--- config.mk ---
export PLATFORM = sky130hd
export DESIGN_NAME = stat_accum_ctrl
export DESIGN_NICKNAME = d
export VERILOG_FILES = /design/src/rtl/stat_accum_ctrl_pkg.sv /design/src/rtl/stat_frame_cnt.sv /design/src/rtl/stat_accum_ctrl.sv
export SDC_FILE = /design/constraint.sdc
export NUM_CORES = 1
export LEC_CHECK = 0
export CORE_MARGIN = 3
export CORE_UTILIZATION = 51
export CTS_BUF_LIST = sky130_fd_sc_hd__clkbuf_8
export DETAILED_ROUTE_END_ITERATION = 8
export PLACE_DENSITY_LB_ADDON = 0.15
export SLEW_MARGIN = 20
export SYNTH_ARGS = -nofsm -noshare
export SYNTH_HDL_FRONTEND = slang
export SYNTH_SLANG_ARGS = --single-unit
--- constraint.sdc ---
create_clock -name clk -period 2.75 [get_ports clk]
set_input_delay 0.55 -clock clk [delete_from_list [all_inputs] [get_ports clk]]
set_output_delay 0.55 -clock clk [all_outputs]
set_load 0.01 [all_outputs]
--- src/rtl/stat_accum_ctrl_pkg.sv ---
// Shared definitions for the histogram statistic sequencer: state encoding and
// default sizing common with the accumulator.
package stat_accum_ctrl_pkg;

    localparam int DATA_WIDTH_DEF      = 16;
    localparam int BOUND_NUM_WIDTH_DEF = 5;
    localparam int CNT_WIDTH_DEF       = 16;
    localparam int FLUSH_CYCLES_DEF    = 2;
    localparam int SEARCH_TIMEOUT_DEF  = 64;

    typedef enum logic [2:0] {
        ST_IDLE   = 3'd0,
        ST_CLEAR  = 3'd1,
        ST_ACCUM  = 3'd2,
        ST_FLUSH  = 3'd3,
        ST_SEARCH = 3'd4,
        ST_DONE   = 3'd5
    } state_t;

endpackage

--- src/rtl/stat_frame_cnt.sv ---
// Loadable down-counter that saturates at zero; terminal count flags zero.
// Shared by the sample, flush and search-timeout phases of a frame.
module stat_frame_cnt #(
    parameter int W = 16
) (
    input  logic         clk,
    input  logic         reset,
    input  logic         i_load,
    input  logic [W-1:0] i_load_val,
    input  logic         i_dec,
    output logic [W-1:0] o_cnt,
    output logic         o_tc
);

    logic [W-1:0] r_cnt;

    always_ff @(posedge clk) begin
        if (reset) begin
            r_cnt <= '0;
        end else if (i_load) begin
            r_cnt <= i_load_val;
        end else if (i_dec && (r_cnt != '0)) begin
            r_cnt <= r_cnt - W'(1);
        end
    end

    assign o_cnt = r_cnt;
    assign o_tc  = (r_cnt == '0);

endmodule

--- src/rtl/stat_accum_ctrl.sv ---
// Frame sequencer for the histogram statistic accumulator: clear, gate N
// samples, flush, run the max search and hand back the winning bin.
//
// state  | meaning
// IDLE   | waiting for start_i
// CLEAR  | one-cycle clear pulse, sample counter loaded with N
// ACCUM  | gating samples until N accepted
// FLUSH  | letting the accumulator pipeline drain
// SEARCH | max search requested, timeout running
// DONE   | result offered until handshake
module stat_accum_ctrl
    import stat_accum_ctrl_pkg::*;
#(
    parameter int DATA_WIDTH      = DATA_WIDTH_DEF,
    parameter int BOUND_NUM_WIDTH = BOUND_NUM_WIDTH_DEF,
    parameter int CNT_WIDTH       = CNT_WIDTH_DEF,
    parameter int FLUSH_CYCLES    = FLUSH_CYCLES_DEF,
    parameter int SEARCH_TIMEOUT  = SEARCH_TIMEOUT_DEF
) (
    input  logic                       clk,
    input  logic                       reset,
    input  logic                       start_i,
    input  logic                       cont_i,
    input  logic [CNT_WIDTH-1:0]       num_points_i,
    input  logic                       data_val_i,
    input  logic [DATA_WIDTH-1:0]      data_i,
    output logic                       acc_clear_o,
    output logic                       acc_val_o,
    output logic [DATA_WIDTH-1:0]      acc_data_o,
    output logic                       acc_search_o,
    input  logic                       acc_done_i,
    input  logic [BOUND_NUM_WIDTH-1:0] acc_max_i,
    output logic                       res_val_o,
    input  logic                       res_ready_i,
    output logic [BOUND_NUM_WIDTH-1:0] res_max_o,
    output logic                       busy_o,
    output logic                       err_timeout_o
);

    // Counter reaches zero on the last cycle of each timed phase.
    localparam logic [CNT_WIDTH-1:0] FLUSH_LOAD   = CNT_WIDTH'(FLUSH_CYCLES - 1);
    localparam logic [CNT_WIDTH-1:0] TIMEOUT_LOAD = CNT_WIDTH'(SEARCH_TIMEOUT - 1);

    state_t                     r_state;
    state_t                     w_next;
    logic                       r_cont;
    logic [CNT_WIDTH-1:0]       r_num;
    logic                       r_err;
    logic [BOUND_NUM_WIDTH-1:0] r_res_max;
    logic                       r_acc_val;
    logic [DATA_WIDTH-1:0]      r_acc_data;

    logic                       w_cnt_load;
    logic [CNT_WIDTH-1:0]       w_cnt_load_val;
    logic                       w_cnt_dec;
    logic [CNT_WIDTH-1:0]       w_cnt;
    logic                       w_cnt_tc;
    logic                       w_accept;
    logic                       w_timeout;

    stat_frame_cnt #(.W(CNT_WIDTH)) u_frame_cnt (
        .clk        (clk),
        .reset      (reset),
        .i_load     (w_cnt_load),
        .i_load_val (w_cnt_load_val),
        .i_dec      (w_cnt_dec),
        .o_cnt      (w_cnt),
        .o_tc       (w_cnt_tc)
    );

    assign w_accept = (r_state == ST_ACCUM) && data_val_i && !w_cnt_tc;

    always_comb begin
        w_next         = r_state;
        w_cnt_load     = 1'b0;
        w_cnt_load_val = '0;
        w_cnt_dec      = 1'b0;
        w_timeout      = 1'b0;
        case (r_state)
            ST_IDLE: begin
                if (start_i) w_next = ST_CLEAR;
            end
            ST_CLEAR: begin
                w_cnt_load     = 1'b1;
                w_cnt_load_val = r_num;
                w_next         = ST_ACCUM;
            end
            ST_ACCUM: begin
                w_cnt_dec = w_accept;
                if (w_accept && (w_cnt == CNT_WIDTH'(1))) begin
                    w_next         = ST_FLUSH;
                    w_cnt_load     = 1'b1;
                    w_cnt_load_val = FLUSH_LOAD;
                end
            end
            ST_FLUSH: begin
                w_cnt_dec = 1'b1;
                if (w_cnt_tc) begin
                    w_next         = ST_SEARCH;
                    w_cnt_load     = 1'b1;
                    w_cnt_load_val = TIMEOUT_LOAD;
                end
            end
            ST_SEARCH: begin
                w_cnt_dec = 1'b1;
                // A result arriving on the final cycle still wins over the timeout.
                if (acc_done_i) begin
                    w_next = ST_DONE;
                end else if (w_cnt_tc) begin
                    w_timeout = 1'b1;
                    w_next    = ST_IDLE;
                end
            end
            ST_DONE: begin
                if (res_ready_i) w_next = r_cont ? ST_CLEAR : ST_IDLE;
            end
            default: w_next = ST_IDLE;
        endcase
    end

    always_ff @(posedge clk) begin
        if (reset) begin
            r_state <= ST_IDLE;
        end else begin
            r_state <= w_next;
        end
    end

    always_ff @(posedge clk) begin
        if (reset) begin
            r_cont     <= 1'b0;
            r_num      <= '0;
            r_err      <= 1'b0;
            r_res_max  <= '0;
            r_acc_val  <= 1'b0;
            r_acc_data <= '0;
        end else begin
            if ((r_state == ST_IDLE) && start_i) begin
                r_cont <= cont_i;
                r_num  <= (num_points_i == '0) ? CNT_WIDTH'(1) : num_points_i;
                r_err  <= 1'b0;
            end
            if (w_timeout) r_err <= 1'b1;
            if ((r_state == ST_SEARCH) && acc_done_i) r_res_max <= acc_max_i;
            r_acc_val <= w_accept;
            if (w_accept) r_acc_data <= data_i;
        end
    end

    assign acc_clear_o   = (r_state == ST_CLEAR);
    assign acc_search_o  = (r_state == ST_SEARCH);
    assign res_val_o     = (r_state == ST_DONE);
    assign busy_o        = (r_state != ST_IDLE);
    assign acc_val_o     = r_acc_val;
    assign acc_data_o    = r_acc_data;
    assign res_max_o     = r_res_max;
    assign err_timeout_o = r_err;

endmodule
== Yosys cells after proc, flatten, opt, wreduce, memory -nomap -nowiden ==
Cells that the tools add are included.
Word-level totals
  bits in registers: 59
  bits in latches: 0
  bits in writable memories: 0
  bits in read-only memories: 0
  input port bits: 44
  output and inout bits: 27
  word-level logic and storage cells: 58
  memories kept: 0
Cells by class
  $add $sub $neg: 1
  $mul: 0
  div/mod/pow operators: 0
  order comparisons: 0
  equal/unequal tests: 11
  shift-type cells: 0
  muxes and demuxes: 22
  bitwise operators: 0
  reduce and logical (&&, ||, !) cells: 16
Operator list (number)
  $mux W16: 3
  $pmux W16 S3: 1
  $logic_not A16 Y1: 2
  $mux W3: 6
  $pmux W3 S6: 1
  $eq A16 B1 Y1 const B: 1
  $reduce_bool A16 Y1: 1
  $sub A16 B1 Y16 const B: 1
  $mux W1: 8
  $eq A3 B2 Y1 const B: 2
  $eq A3 B3 Y1 const B: 2
  $logic_and A1 B1 Y1: 6
  $mux W6: 1
  $reduce_and A5 Y1: 1
  $ne A2 B1 Y1 const B: 2
  $ne A2 B2 Y1 const B: 2
  $reduce_bool A2 Y1: 2
  $eq A3 B1 Y1 const B: 1
  $logic_not A3 Y1: 1
  $ne A3 B1 Y1 const B: 1
  $pmux W1 S3: 1
  $reduce_bool A3 Y1: 1
  $pmux W1 S2: 1
  $reduce_or A2 Y1: 1
  $logic_not A1 Y1: 1

== Logic depth before layout (Yosys ltp) ==
Gate-level depths: netlist of run 1.
  depth in word-level cells: 7
  depth in mapped cells: 9
  depth with buffers taken out: 8

== Cells and area by module ==
A second synthesis of run 1 with hierarchy kept.
Unflattened totals
  cell total of the unflattened synthesis: 351
  area, all modules: 2827.7 µm²
Modules (own cells, without submodules)
  stat_accum_ctrl: times used 1, cells an instance 237, area each 1883.1 µm², seq. area each 860.8 µm²
  stat_frame_cnt: times used 1, cells an instance 114, area each 944.7 µm², seq. area each 320.3 µm²

== Least setup slack after synthesis of run 1 ==
Ideal clock, no wire load.
  path kind: reg2reg
  start: register u_frame_cnt.r_cnt[7], in the netlist u_frame_cnt.o_cnt[7]
  end: register r_state[1]
  setup time: 0.133 ns
  data arrival time: 2.223 ns
  data required time: 2.617 ns
  slack: 0.394 ns
  cell stages (with the launch flop): 8
  buffers on the path: 1
  period minus slack after synthesis: 2.356 ns
  cells stage by stage: dfxtp_1 > or4_4 > or3_4 > buf_6 > or3_4 > a311o_1 > nand2_1 > a31oi_1
On the way
  longest elaborated chain between the ends: 6
RTL lines
  from (decl): RTL line stat_frame_cnt.sv:15  | logic [W-1:0] r_cnt;
  from (signal assigned): RTL line stat_frame_cnt.sv:21  | r_cnt <= i_load_val;
  from (signal assigned): RTL line stat_frame_cnt.sv:23  | r_cnt <= r_cnt - W'(1);
  $logic_not A16 Y1: RTL line stat_frame_cnt.sv:28  | assign o_tc = (r_cnt == '0);
  $logic_not A1 Y1: RTL line stat_accum_ctrl.sv:71  | assign w_accept = (r_state == ST_ACCUM) && data_val_i && !w_cnt_tc;
  $logic_and A1 B1 Y1: RTL line stat_accum_ctrl.sv:71
  $logic_and A1 B1 Y1: RTL line stat_accum_ctrl.sv:90  | if (w_accept && (w_cnt == CNT_WIDTH'(1))) begin
  $ne A2 B1 Y1 (no source line)
  $reduce_and A5 Y1 (no source line) (*)
  to (signal assigned): RTL line stat_accum_ctrl.sv:125  | r_state <= w_next;
  to (decl): RTL line stat_accum_ctrl.sv:44  | state_t r_state;
Mark *: on every way between the ends. The rest lies on a longest branch, timed or not.
A chain may end at the register's enable or synchronous reset.

== Worst setup path after layout of run 1 ==
  start: register r_state[0]
  end: output port acc_clear_o
On the way
  longest elaborated chain between the ends: 1
RTL lines
  $eq A3 B1 Y1: RTL line stat_accum_ctrl.sv:150  | assign acc_clear_o = (r_state == ST_CLEAR);
  to (decl): RTL line stat_accum_ctrl.sv:27  | output logic acc_clear_o,
Every way passes these cells.

==> results.toml, run 1 <==
[yosys]
synth_cell_types = 53
postSynth.asyncResetShare_pct = 0
ys_seq_area_share_pct = 42.56
synthesis.area_sq_um = 2775
ys_top_cells_by_count = "dfxtp_1 (59), nand2_1 (48), nor2_1 (43)"
ys_ff_latch = 59
synth_edf_count = 0
synth-main-ff-cell = "dfxtp_1"
yosys_warnings = 0
synth_top_area_cell = "dfxtp_1"
yosys.area.top_type_share_pct = 42.56
yosysMostFrequentCell = "dfxtp_1"
synthCells = 335
syn_area_per_cell_sq_um = 8.284
synthTopCellsByArea = "dfxtp_1 (43%), mux2i_1 (7.6%), nand2_1 (6.5%)"
synth_nets = 382

[clock_network]
h-tree-depth = 3
root_buffer = "clkbuf_8"
cts_buffers = 9
cts_setup_buffers = 0
hold_buffers = 0
cts.sinks = 59
clk_latency_ps = 340
clockBufferDepth = 2
clkTransAtPathRegs_ps = 70
post_cts_resize_count = 0
cts_tree = "done"

[worst_setup_path]
arrival_ps = 2060
r2r_cells = 6
crit_start = "r_state[0]$_SDFFE_PP0P_"
crit_chain = "inv_1 -> or3_1 -> clkinv_1 -> clkdlybuf4s50_1"
path_buf_inv = 3
cpLargestDelayFamily = "buffers and inverters"
start_kind = "flop"
endpoint_kind = "output port"
rr_startpoint = "u_frame_cnt.o_cnt[7]$_SDFFE_PP0P_"
r2r_slack_ps = 160
cp_max_fo = 10
cpPeakStageDelay_ps = 530
cp_slowest_cell = "clkdlybuf4s50_1"
crit_type = "reg2out"
rr_endpoint = "u_frame_cnt.o_cnt[10]$_SDFFE_PP0P_"
crit_required_ps = 2200

[global_route]
grt_pass1_vias = 2643
grt_use_total_pct = 24.81
grt_first_pass_wirelength_microns = 12250
grt_max_degree = 53
antenna_found_initial = 0
grt-ovfl-total = 0

[sta]
fmax_mhz = 383.6
fin_setup_tns_ps = 0
min_period_ps = 2607
setup_violations = 0
final.period_utilization_pct = 94.80
hold_viol = 0
final_max_slew_viol_count = 0
skew_ps = 7.806
relSlewSlack_pct = 29.02
rsz0062_at_grt = "no"
worst_slack_ps = 142.9
worst_pin_slew_ps = 1060

[place]
post-place-ws_ps = -57.64
finalWeightedCongestion = 0.7996
port_buffers = 70
dp.cells = 467
dp_hpwl_microns = 5143

[die]
initial_utilization_pct = 53.65
dieWidth_microns = 79.77
die_area_sq_um = 6362
num_rows = 26
pin_count = 71
coreArea_sq_um = 5172
fp.dieH_microns = 79.77

[power_and_ir_drop]
p_per_area_nw_per_um2 = 948.2
p_leak_nw = 1.407
peakVddDrop_uv = 553.8

[min_path]
min_delay_path_depth = 2
hold_path_class = "reg2reg"
hold_path_end = "r_num[1]$_SDFFE_PP0P_"
hp-start = "r_num[1]$_SDFFE_PP0P_"

[drt]
drc = 0
num_vias = 2696
firstDrtPassIters = 4
wl_microns = 7214
viasPerCell = 5.593
drtIter0Drc = 208
postRouteAntennaNets = 0
wl_per_cell_microns = 14.97

[cells_and_area]
stdcell_count = 482
area_growth_pct = 35.17
finalNetCount = 455
fillers = 407
antenna_cells = 0
drive_gt1_share_pct = 8.252

[run]
maxCapViolations = 0

[run_status]
status = "finished, final reports clean"
## tightest hold or removal path: cells and delay by family, from the launching register on
family           cells  cell delay [ps]
AO/OA/AOI/OAI        1               50
AND/OR/NAND/NOR      1               50
flip-flops           1              310
## flip-flops by register name, indices dropped and copies added, names as in the netlist
signal             count
acc_data_o            16
acc_val_o              1
err_timeout_o          1
r_cont                 1
r_num                 16
r_state                3
res_max_o              5
u_frame_cnt.o_cnt     16
## per-layer routing
metal  vias to the layer above  wire [microns]  global-route usage, %
met5                         -               0                      0
met4                         0             187                  11.82
met3                        16             608                  9.481
met2                       107            3180                  36.56
met1                      1238            3239                  31.81
li1                       1335               -                      -
## cells in the final DEF, fill, tap and decap left out, types with 3 or more instances in the layout
cell type        count
nand2_1             48
buf_4               11
clkdlybuf4s50_1     69
o21ai_1              7
o211ai_1             3
or4_1                3
nor3_1              12
a31oi_1              5
and2_1               3
dfxtp_1             59
xnor2_1              3
o21ai_0              3
o31ai_1              3
nor4_1               6
clkbuf_8            11
ha_1                 3
mux2i_1             21
nand3_1              6
a21oi_1             35
a21o_1               4
o31a_1               3
nor2_1              43
inv_1               12
## stage by stage
| stage | power (mW) | hold WS (ps) | util, % | area [sq um] |
|---|---|---|---|---|
| 2_1_floorplan | 2.283 | 424.9 | - | 2775 |
| 3_3_place_gp | 2.725 | 440.1 | 68.77 | 3557 |
| 3_5_place_dp | 2.750 | 443.9 | 68.77 | 3557 |
| 4_1_cts | 3.546 | 455.8 | 72.52 | 3751 |
| 5_1_grt | 3.821 | 481.5 | 72.52 | 3751 |
| 6_report | 3.557 | 456.9 | 72.52 | 3751 |
## logic make-up (layout without fill, tap and decap cells)
family / Yosys count / in the layout / share of synthesized area (%)
compound gates: 81 / 81 / 19.30
xor+xnor: 5 / 5 / 1.578
fa+ha+maj: 3 / 3 / 1.353
buf+inv: 30 / 107 / 4.599
flops: 59 / 59 / 42.56
mux: 21 / 21 / 7.574
simple gates: 136 / 136 / 23.04
## power by group
| part | switching (mW) | internal [mW] | total, mW |
|---|---|---|---|
| clock network | 0.328 | 0.455 | 0.783 |
| registers | 0.130 | 0.991 | 1.12 |
| logic | 0.946 | 0.708 | 1.65 |
| total | 1.40 | 2.15 | 3.56 |
## final cells by class
class	instances	area [sq um]	share of cell area, %
sequential	59	1181	31.49
tap	70	87.58	2.335
clock inverter	4	42.54	1.134
timing repair buffer	81	778.2	20.75
inverter	11	41.29	1.101
multi-input combinational	246	1469	39.16
clock buffer	11	151.4	4.036
## worst max path at each step
stage,endpoint,slack [ps],cells past startpoint
6_report,acc_clear_o,140,4
3_3_place_gp,acc_data_o[0]$_SDFFE_PP0P_,-10,5
5_1_grt,acc_clear_o,30,4
3_5_place_dp,acc_data_o[1]$_SDFFE_PP0P_,-60,5
2_1_floorplan,r_state[1]$_SDFFE_PP0P_,390,7
4_1_cts,acc_clear_o,120,4
Note: power is estimated with default switching activity, not from simulation.
==> inputs of run 2 (changes only) <==
--- a/config.mk
+++ b/config.mk
@@ -5,8 +5,11 @@
 export SDC_FILE = /design/constraint.sdc
 export NUM_CORES = 1
 export LEC_CHECK = 0
+export CELL_PAD_IN_SITES_DETAIL_PLACEMENT = 1
+export CELL_PAD_IN_SITES_GLOBAL_PLACEMENT = 1
+export CORE_ASPECT_RATIO = 1.1
 export CORE_MARGIN = 3
-export CORE_UTILIZATION = 51
+export CORE_UTILIZATION = 37
 export CTS_BUF_LIST = sky130_fd_sc_hd__clkbuf_8
 export DETAILED_ROUTE_END_ITERATION = 8
 export PLACE_DENSITY_LB_ADDON = 0.15
==> run 2 against run 1 <==
Via count increased by 1.1%. Clock power increased by 8.8%. Clock skew decreased by 1.3 ps. Sequential power about the same. Combinational power increased by 6%. Die area increased by 35%. Hold slack about the same. First-iteration DRC count decreased by 56%. Setup slack improved by 55 ps. Global-route usage decreased by 4.0 points. Non-clock buffer count increased by 6. Largest cell class unchanged.
==> results.toml, run 2 (same netlist as run 1, synthesis figures left out) <==
[drt]
firstDrtPassIters = 4
viasPerCell = 5.411
wl_per_cell_microns = 16.72
drtIter0Drc = 91
drc = 0
postRouteAntennaNets = 0
num_vias = 2727
wl_microns = 8425

[die]
fp.dieH_microns = 96.83
pin_count = 71
dieWidth_microns = 88.58
die_area_sq_um = 8577
coreArea_sq_um = 7167
num_rows = 32
initial_utilization_pct = 38.72

[place]
post-place-ws_ps = -80.69
finalWeightedCongestion = 0.8330
placed_cell_area_sq_um = 3621
dp_hpwl_microns = 6244
port_buffers = 70

[cells_and_area]
final_area_sq_um = 3835
finalNetCount = 461
drive_gt1_share_pct = 9.785
final_common_cell = "clkdlybuf4s50_1"
antenna_cells = 0
area_growth_pct = 38.19
most-common-layout-cells = "clkdlybuf4s50_1 (69), dfxtp_1 (59), nand2_1 (48)"

[run_status]
status = "finished, final reports clean"

[sta]
final_max_slew_viol_count = 0
worst_pin_slew_ps = 620.1
rsz0062_at_grt = "no"
hold_viol = 0
fmax_mhz = 391.8
skew_ps = 6.475
min_period_ps = 2552
setup_violations = 0
relSlewSlack_pct = 58.57
final.period_utilization_pct = 92.80
hold-worst-slack_ps = 457.4
worst_slack_ps = 198.0
fin_setup_tns_ps = 0

[clock_network]
post_cts_resize_count = 0
clockBufferDepth = 2
clkTransAtPathRegs_ps = 70
h-tree-depth = 3
clk_latency_ps = 330
cts_setup_buffers = 0
cts.sinks = 59
hold_buffers = 0
root_buffer = "clkbuf_8"
cts_tree = "done"
cts_buffers = 9

[min_path]
hold_path_class = "reg2reg"
min_delay_path_depth = 2

[power_and_ir_drop]
p_int_mw = 2.231
pwr-share-comb_pct = 47.0
p_per_area_nw_per_um2 = 971.7
p_leak_nw = 1.441
total_power_mw = 3.726
swShare_pct = 40.13
p_seq_share_pct = 30.1
power_frac_clock_pct = 22.9
switching_power_mw = 1.495
peakVddDrop_uv = 317.0

[worst_setup_path]
r2r_cells = 6
cpPeakStageDelay_ps = 530
crit_chain = "inv_1 -> or3_1 -> clkinv_1 -> clkdlybuf4s50_1"
cp_slowest_cell = "clkdlybuf4s50_1"
crit_required_ps = 2200
arrival_ps = 2000
endpoint_kind = "output port"
crit_type = "reg2out"
cp_max_fo = 10
start_kind = "flop"

[global_route]
grt_max_degree = 44
antenna_found_initial = 0
grt_pass1_vias = 2908
grt-ovfl-total = 0
grt_first_pass_wirelength_microns = 14170
grt_use_total_pct = 20.80

[run]
maxCapViolations = 0
## run 2: routing by layer
layer | vias to the layer above | global-route usage [%] | routed length (microns)
met2 | 70 | 32.07 | 3915
met4 | 0 | 9.070 | 197
li1 | 1337 | - | -
met1 | 1303 | 26.35 | 3758
met5 | - | 0 | 0
met3 | 17 | 6.474 | 554
## run 2: cell type report
cell class,instances,area (sq um)
clock buffers,9,123.9
clock inverters,7,85.08
fillers,862,3332
inverters,11,41.29
multi-input cells,246,1474
flip-flops and latches,59,1181
well taps,85,106.4
repair buffers,87,823.3
## run 2: path summary, 6_finish.rpt
| kind | start | slack [ps] | end |
|---|---|---|---|
| hold reg to reg | r_num[14]$_SDFFE_PP0P_ | 460 | r_num[14]$_SDFFE_PP0P_ |
| hold / removal | r_num[14]$_SDFFE_PP0P_ | 460 | r_num[14]$_SDFFE_PP0P_ |
| setup / recovery | r_state[0]$_SDFFE_PP0P_ | 200 | acc_clear_o |
| setup reg to reg | u_frame_cnt.o_cnt[8]$_SDFFE_PP0P_ | 260 | acc_data_o[13]$_SDFFE_PP0P_ |
## run 2: power groups by stage
stage | Clock (mW) | Sequential [mW] | Combinational, mW
2_1_floorplan | 0 | 1.10 | 1.19
3_3_place_gp | 0 | 1.13 | 1.69
3_5_place_dp | 0 | 1.14 | 1.73
4_1_cts | 0.872 | 1.12 | 1.75
5_1_grt | 0.916 | 1.14 | 1.94
6_report | 0.852 | 1.12 | 1.75
## run 2: critical path, delay by kind of cell, from the launching register on
kind / cells / cell delay [ps]
buffers and inverters: 3 / 760
DFF: 1 / 510
and+or+nand+nor: 1 / 400
## run 2: through the flow
step           utilization [%]  cells
6_report                 53.51    504
5_1_grt                  53.51    504
4_1_cts                  53.44    504
3_5_place_dp             50.52    488
3_3_place_gp             50.52    488
2_1_floorplan                -    335
==> inputs of run 3 (changes only) <==
--- a/config.mk
+++ b/config.mk
@@ -9,9 +9,10 @@
 export CELL_PAD_IN_SITES_GLOBAL_PLACEMENT = 1
 export CORE_ASPECT_RATIO = 1.1
 export CORE_MARGIN = 3
-export CORE_UTILIZATION = 37
+export CORE_UTILIZATION = 48
 export CTS_BUF_LIST = sky130_fd_sc_hd__clkbuf_8
 export DETAILED_ROUTE_END_ITERATION = 8
+export DONT_BUFFER_PORTS = 1
 export PLACE_DENSITY_LB_ADDON = 0.15
 export SLEW_MARGIN = 20
 export SYNTH_ARGS = -nofsm -noshare
==> constraint.sdc (replaced) <==
create_clock -name clk -period 2.75 [get_ports clk]
set_input_delay 0.275 -clock clk [delete_from_list [all_inputs] [get_ports clk]]
set_output_delay 0.275 -clock clk [all_outputs]
set_load 0.01 [all_outputs]
==> run 3 against run 2 <==
Sequential share of layout area up 7.0 points. Sequential power about the same. Clock power down 3.3%. Critical path depth up 3. Global-route usage up 4.6 points. Routed wire length down 4.2%. Maximum frequency down 2.7%. Power down 5.5%. Largest power group unchanged. Highest routed layer unchanged.
==> results.toml, run 3 (same netlist as run 1, synthesis figures left out) <==
[run_status]
status = "finished, final reports clean"

[worst_setup_path]
crit_type = "reg2reg"
crit_start = "u_frame_cnt.o_cnt[7]$_SDFFE_PP0P_"
crit_required_ps = 2970
cp_max_fo = 11
arrival_ps = 2840
endpoint_kind = "flop"
start_kind = "flop"
rr_startpoint = "u_frame_cnt.o_cnt[7]$_SDFFE_PP0P_"

[clock_network]
cts_buffers = 9
root_buffer = "clkbuf_8"
hold_buffers = 4
cts.sinks = 59
post_cts_resize_count = 0
cts_tree = "done"
h-tree-depth = 3
clkTransAtPathRegs_ps = 80
clockBufferDepth = 2
clk_latency_ps = 340
cts_setup_buffers = 0

[sta]
hold_viol = 0
final_max_slew_viol_count = 0
final.period_utilization_pct = 95.41
worst_pin_slew_ps = 1060
fmax_mhz = 381.1
setup_violations = 0
min_period_ps = 2624
skew_ps = 11.84
rsz0062_at_grt = "no"
fin_setup_tns_ps = 0
relSlewSlack_pct = 29.04

[drt]
postRouteAntennaNets = 0
viasPerCell = 5.934
wl_per_cell_microns = 19.14
drc = 0
firstDrtPassIters = 5
num_vias = 2504
drtIter0Drc = 188
wl_microns = 8075

[global_route]
grt_pass1_vias = 2701
grt_use_total_pct = 25.36
grt_first_pass_wirelength_microns = 13250
grt_max_degree = 33
antenna_found_initial = 0
grt-ovfl-total = 0

[power_and_ir_drop]
pwr-share-comb_pct = 44.3
p_int_mw = 2.047
switching_power_mw = 1.473
p_leak_nw = 1.162
p_per_area_nw_per_um2 = 1125
swShare_pct = 41.85
peakVddDrop_uv = 508.8
power_frac_clock_pct = 23.4
p_seq_share_pct = 32.3

[cells_and_area]
fillers = 680
antenna_cells = 0
final_util_pct = 56.87
area_growth_pct = 12.71
final_common_cell = "dfxtp_1"
stdcell_count = 422
finalNetCount = 389
most-common-layout-cells = "dfxtp_1 (59), nand2_1 (48), nor2_1 (43)"
final_area_sq_um = 3128
drive_gt1_share_pct = 10.66

[die]
num_rows = 28
pin_count = 71
coreArea_sq_um = 5500
dieWidth_microns = 78.50
initial_utilization_pct = 50.45
die_area_sq_um = 6731
fp.dieH_microns = 85.75

[place]
dp.cells = 402
dp_hpwl_microns = 5561
finalWeightedCongestion = 0.8996
placed_cell_area_sq_um = 2868
port_buffers = 0

[min_path]
hold_path_class = "in2reg"
hp-start = "reset"

[run]
maxCapViolations = 0
[run 3: cell type report]
type	count	area (sq um)	area share [%]
Multi-Input combinational cell	246	1469	46.96
Sequential cell	59	1181	37.76
Clock buffer	10	137.6	4.400
Timing Repair Buffer	15	132.6	4.240
Tap cell	75	93.84	3.000
Clock inverter	6	72.57	2.320
Inverter	11	41.29	1.320
[run 3: worst paths after layout]
kind                                              to  slack (ps)  cells after the start
setup / recovery  u_frame_cnt.o_cnt[13]$_SDFFE_PP0P_         130                      7
hold / removal     u_frame_cnt.o_cnt[7]$_SDFFE_PP0P_           9                      1
setup reg to reg  u_frame_cnt.o_cnt[13]$_SDFFE_PP0P_         130                      7
hold reg to reg               r_num[14]$_SDFFE_PP0P_         460                      2
[run 3: critical path, cell delays in order, from the launching register on]
cell and delay [ps]:
dfxtp_1 360, or4_4 570, or3_4 430, o31a_1 390
buf_4 190, or2_2 340, a21oi_1 160, nor3_1 60
[run 3: per-stage QoR]
step           hold slack (ps)  worst slack, ps  total power, mW
4_1_cts                 0.3030            121.5            3.518
2_1_floorplan            411.0            394.0            2.283
5_1_grt                 0.9269            26.40            3.757
3_5_place_dp             350.3            136.3            2.665
3_3_place_gp             347.6            229.9            2.627
6_report                 9.345            126.3            3.520
[run 3: per-layer routing]
layer / vias to the layer above / routed length [microns] / share of wire, % / global-route usage [%]
li1: 1200 / - / - / -
met1: 1206 / 3530 / 44 / 30.77
met2: 79 / 3893 / 48 / 42.78
met3: 19 / 467 / 5.8 / 6.303
met4: 0 / 184 / 2.3 / 10.49
met5: - / 0 / 0 / 0
[run 3: power groups by stage]
stage	clock [mW]	combinational, mW	sequential [mW]
3_5_place_dp	0	1.51	1.15
5_1_grt	0.869	1.73	1.16
4_1_cts	0.834	1.55	1.13
6_report	0.824	1.56	1.14
3_3_place_gp	0	1.48	1.15
2_1_floorplan	0	1.19	1.10
==> patch 1 (config.mk and constraints of run 1) <==
Make the reset (`reset`) asynchronous in 3 clocked blocks.
--- a/src/rtl/stat_frame_cnt.sv
+++ b/src/rtl/stat_frame_cnt.sv
@@ -14,7 +14,7 @@
 
     logic [W-1:0] r_cnt;
 
-    always_ff @(posedge clk) begin
+    always_ff @(posedge clk or posedge reset) begin
         if (reset) begin
             r_cnt <= '0;
         end else if (i_load) begin
--- a/src/rtl/stat_accum_ctrl.sv
+++ b/src/rtl/stat_accum_ctrl.sv
@@ -118,7 +118,7 @@
         endcase
     end
 
-    always_ff @(posedge clk) begin
+    always_ff @(posedge clk or posedge reset) begin
         if (reset) begin
             r_state <= ST_IDLE;
         end else begin
@@ -126,7 +126,7 @@
         end
     end
 
-    always_ff @(posedge clk) begin
+    always_ff @(posedge clk or posedge reset) begin
         if (reset) begin
             r_cont     <= 1'b0;
             r_num      <= '0;
Check against the original RTL: differs if reset is asserted again (counterexample within 4 cycles, from zero or initial values and one cycle with reset high); with reset held inactive, the same outputs for 10 cycles.
==> patch 1 against run 1 <==
  * Worst hold slack improved by 0.034 ns
  * Routed wire length fell by 4.5%
  * Area after synthesis rose by 7.8%
  * Setup slack improved by 0.15 ns
  * Clock skew fell by 0.0021 ns
  * Cell area rose by 4.4%
  * Sequential cell count did not move
  * Sequential share of layout area rose by 6.2 points
  * Highest routed layer unchanged
Power is not compared: it rests on default switching activity, and its combinational part moved more than twofold at a synthesized area within 25%.
==> patch 1: results <==
{
  "cp_data_arrival_time_ns": 1.91,
  "via_per_inst": 5.67,
  "syn_nets": 313,
  "fillers": 445,
  "met3_usage": 0.0998,
  "multi_input_area_um2": 1400,
  "skew_ns": 0.00569,
  "buf_share": 0.192,
  "placed_cells": 400,
  "place_ws_ns": 0.341,
  "relSlewSlack": 0.685,
  "n_all_buffers": 77,
  "multi_input_cells": 185,
  "finalNetCount": 386,
  "grtUsageTotal": 0.225,
  "globalRouteMet1Util": 0.292,
  "placed_area_um2": 3750,
  "yosys-top-cells-area": "dfrtp_1 49%, mux2_2 14%, xor2_1 2.9%",
  "met2_length_um": 3130,
  "drive_gt1_frac": 0.213,
  "irDropWorstVdd_mv": 0.329,
  "seq_area_um2": 1480,
  "via_count": 2349,
  "numCtsBuffers": 9,
  "cts_resized": 0,
  "synthDistinctLibCells": 64,
  "worst-path-max-fanout": 12,
  "yosysSeqAreaShare": 0.493,
  "ys_seq_elements": 59,
  "first_iter_violations": 170,
  "dpl.hpwl_um": 5140,
  "core_um2": 5610,
  "gp_congestion": 0.871,
  "drt_first_pass_iters": 4,
  "seq_share": 0.377,
  "syn_avg_cell_area_um2": 11.3,
  "yosys_warnings": 0,
  "met2_usage": 0.336,
  "totalWireLength_um": 6890,
  "grt_pass1_wl_um": 11400,
  "crit_family": "buffers and inverters",
  "p_leak_nw": 1.78,
  "finalPower_mw": 1.64,
  "wl_met3_um": 600,
  "clk_latency_ns": 0.34,
  "nNonClkInverters": 7,
  "synthArstFlopShare": 1.00,
  "synth_commonest_cells": "59 x dfrtp_1, 37 x mux2_2, 19 x nand2_1",
  "clk-power_mw": 0.683,
  "final-clk-cell-share": 0.0428,
  "wl_met1_um": 3000,
  "grt_max_degree": 25,
  "status": "finished, final reports clean"
}
[patch 1: worst paths after layout]
| check | startpoint | to | slack [ns] | cells after the start |
|---|---|---|---|---|
| worst max-delay path | r_state[2] | acc_clear_o | 0.29 | 4 |
| worst min-delay path | r_num[6] | u_frame_cnt.o_cnt[6] | 0.49 | 2 |
| worst min register to register | r_num[6] | u_frame_cnt.o_cnt[6] | 0.49 | 2 |
| worst max register to register | u_frame_cnt.o_cnt[0] | acc_data_o[2] | 0.35 | 6 |
| max in group asynchronous | reset | r_state[0] | 1.58 | 3 |
| min in group asynchronous | reset | acc_data_o[4] | 0.54 | 2 |
[patch 1: cells by family (layout without fill, tap and decap cells)]
family	Yosys count	count (layout)	synth area share
AO/OA/AOI/OAI	41	41	0.0970
XOR/XNOR	10	10	0.0293
adder cells (fa/ha/maj)	3	3	0.0125
buffers and inverters	22	98	0.0376
flip-flops	59	59	0.493
multiplexers	38	38	0.143
AND/OR/NAND/NOR	93	93	0.188
==> patch 2 (settings of run 1) <==
Made on the original files. The package constant `BOUND_NUM_WIDTH_DEF` goes from 5 to 4.
--- a/src/rtl/stat_accum_ctrl_pkg.sv
+++ b/src/rtl/stat_accum_ctrl_pkg.sv
@@ -3,7 +3,7 @@
 package stat_accum_ctrl_pkg;
 
     localparam int DATA_WIDTH_DEF      = 16;
-    localparam int BOUND_NUM_WIDTH_DEF = 5;
+    localparam int BOUND_NUM_WIDTH_DEF = 4;
     localparam int CNT_WIDTH_DEF       = 16;
     localparam int FLUSH_CYCLES_DEF    = 2;
     localparam int SEARCH_TIMEOUT_DEF  = 64;
Ports: changed (resized acc_max_i and res_max_o); port bits go from 71 to 69. The function was not compared with the original's and may differ.
==> patch 2 against run 1 <==
  * Sequential cell count down 1
  * Power up 15%
  * Routed wire length down 2.0%
  * Via count down 1.6%
  * Critical path type unchanged
  * Cell area down 2.0%
  * Sequential power up 13%
  * Area after synthesis up 0.54%
  * Setup slack better by 0.10 ns
==> patch 2: results <==
{
  "via_per_inst": 5.59,
  "synth_xor_area_frac": 0.0157,
  "cts_buffer_depth": 2,
  "drt_first_pass_iters": 5,
  "port_buffers": 68,
  "clk_latency_ns": 0.33,
  "placed_area_um2": 3520,
  "worst_slew_pin_slew_ns": 0.580,
  "status": "finished, final reports clean",
  "grtUsageTotal": 0.232,
  "synth_fa_ha_area_frac": 0.0135,
  "synthFlopType": "dfxtp_1",
  "crit_path_max_incr_delay_ns": 0.54,
  "dpl.hpwl_um": 5180,
  "synth_commonest_cells": "58 x dfxtp_1, 50 x nand2_1, 43 x nor2_1",
  "muxShareOfSynthArea": 0.0753,
  "finalWorstSetupSlack_ns": 0.245,
  "irDropWorstVdd_mv": 0.617,
  "reg2reg_depth": 8,
  "synthDistinctLibCells": 59,
  "antenna_found_initial": 0,
  "place_ws_ns": 0.214,
  "skew_ns": 0.00550,
  "path_clk_slew_ns": 0.06,
  "numCtsBuffers": 9,
  "drive_gt1_frac": 0.0840,
  "grt_pass1_wl_um": 11500,
  "fillers": 433,
  "via_count": 2654,
  "p_leak_nw": 1.52,
  "cp_data_arrival_time_ns": 1.96,
  "totalWireLength_um": 7070,
  "placed_cells": 462,
  "min_path_type": "reg2reg",
  "multi_input_area_um2": 1500,
  "grt_pass1_vias": 2464,
  "yosysSeqAreaShare": 0.416,
  "post_cts_buffers": 0,
  "antennaDiodeCount": 0,
  "yosys-top-cells-area": "dfxtp_1 42%, mux2i_1 7.5%, nand2_1 6.7%",
  "yosys_warnings": 0,
  "syn_avg_cell_area_um2": 8.30,
  "rrSetupSlack_ns": 0.40,
  "gp_congestion": 0.845,
  "hold_ws_ns": 0.461,
  "grt_max_degree": 29,
  "synth-compound-area-share": 0.190,
  "cts_resized": 0,
  "holdPathStages": 2,
  "first_iter_violations": 261,
  "finalNetCount": 449,
  "worst-path-max-fanout": 14,
  "syn_nets": 382
}
## patch 2: changes by cell type after synthesis, moves of 3 or more
cell | run 1 | this run
a211oi_2 | 0 | 3
o21ai_1 | 7 | 1
a21oi_1 | 35 | 31
a211o_1 | 0 | 3
clkbuf_1 | 14 | 11
o22ai_1 | 1 | 5
o31a_1 | 3 | 0
a22oi_1 | 1 | 5
## patch 2: cells by family after synthesis
group,Yosys count
and+or+nand+nor,141
AOI/OAI and AO/OA,79
DFF,58
buffers and inverters,29
muxes,21
xor gates and xnor gates,5
adders and majority gates,3
## patch 2: routing by layer
metal  GRT usage  vias up  share of wire
li1            -     1324              -
met1       0.307     1225           0.46
met2       0.359       91           0.46
met3      0.0643       14          0.065
met4      0.0811        0          0.015
met5           0        -              0
## patch 2: area by class of cell
type                       count  area share
multi-input combinational    249       0.409
sequential                    58       0.316
timing repair buffer          75       0.198
clock buffer                  11      0.0412
tap                           70      0.0238
inverter                      10      0.0102
clock inverter                 2     0.00204
## patch 2: path summary, 6_finish.rpt
| kind | from | to |
|---|---|---|
| worst max-delay path | r_state[1] | acc_search_o |
| worst min-delay path | r_num[10] | r_num[10] |
| worst max register to register | u_frame_cnt.o_cnt[0] | u_frame_cnt.o_cnt[12] |
| worst min register to register | r_num[10] | r_num[10] |
## patch 2: tightest hold or removal path: cells and delay by family, from the launching register on
kind	cells	cell delay [ns]
AO/OA/AOI/OAI	1	0.05
flip-flops	1	0.31
AND/OR/NAND/NOR	1	0.05
## patch 2: power by group
| group | internal [mW] | switching [mW] | total [mW] |
|---|---|---|---|
| registers | 1.04 | 0.214 | 1.26 |
| clock network | 0.354 | 0.307 | 0.662 |
| logic | 0.909 | 1.25 | 2.16 |
| total | 2.31 | 1.77 | 4.08 |
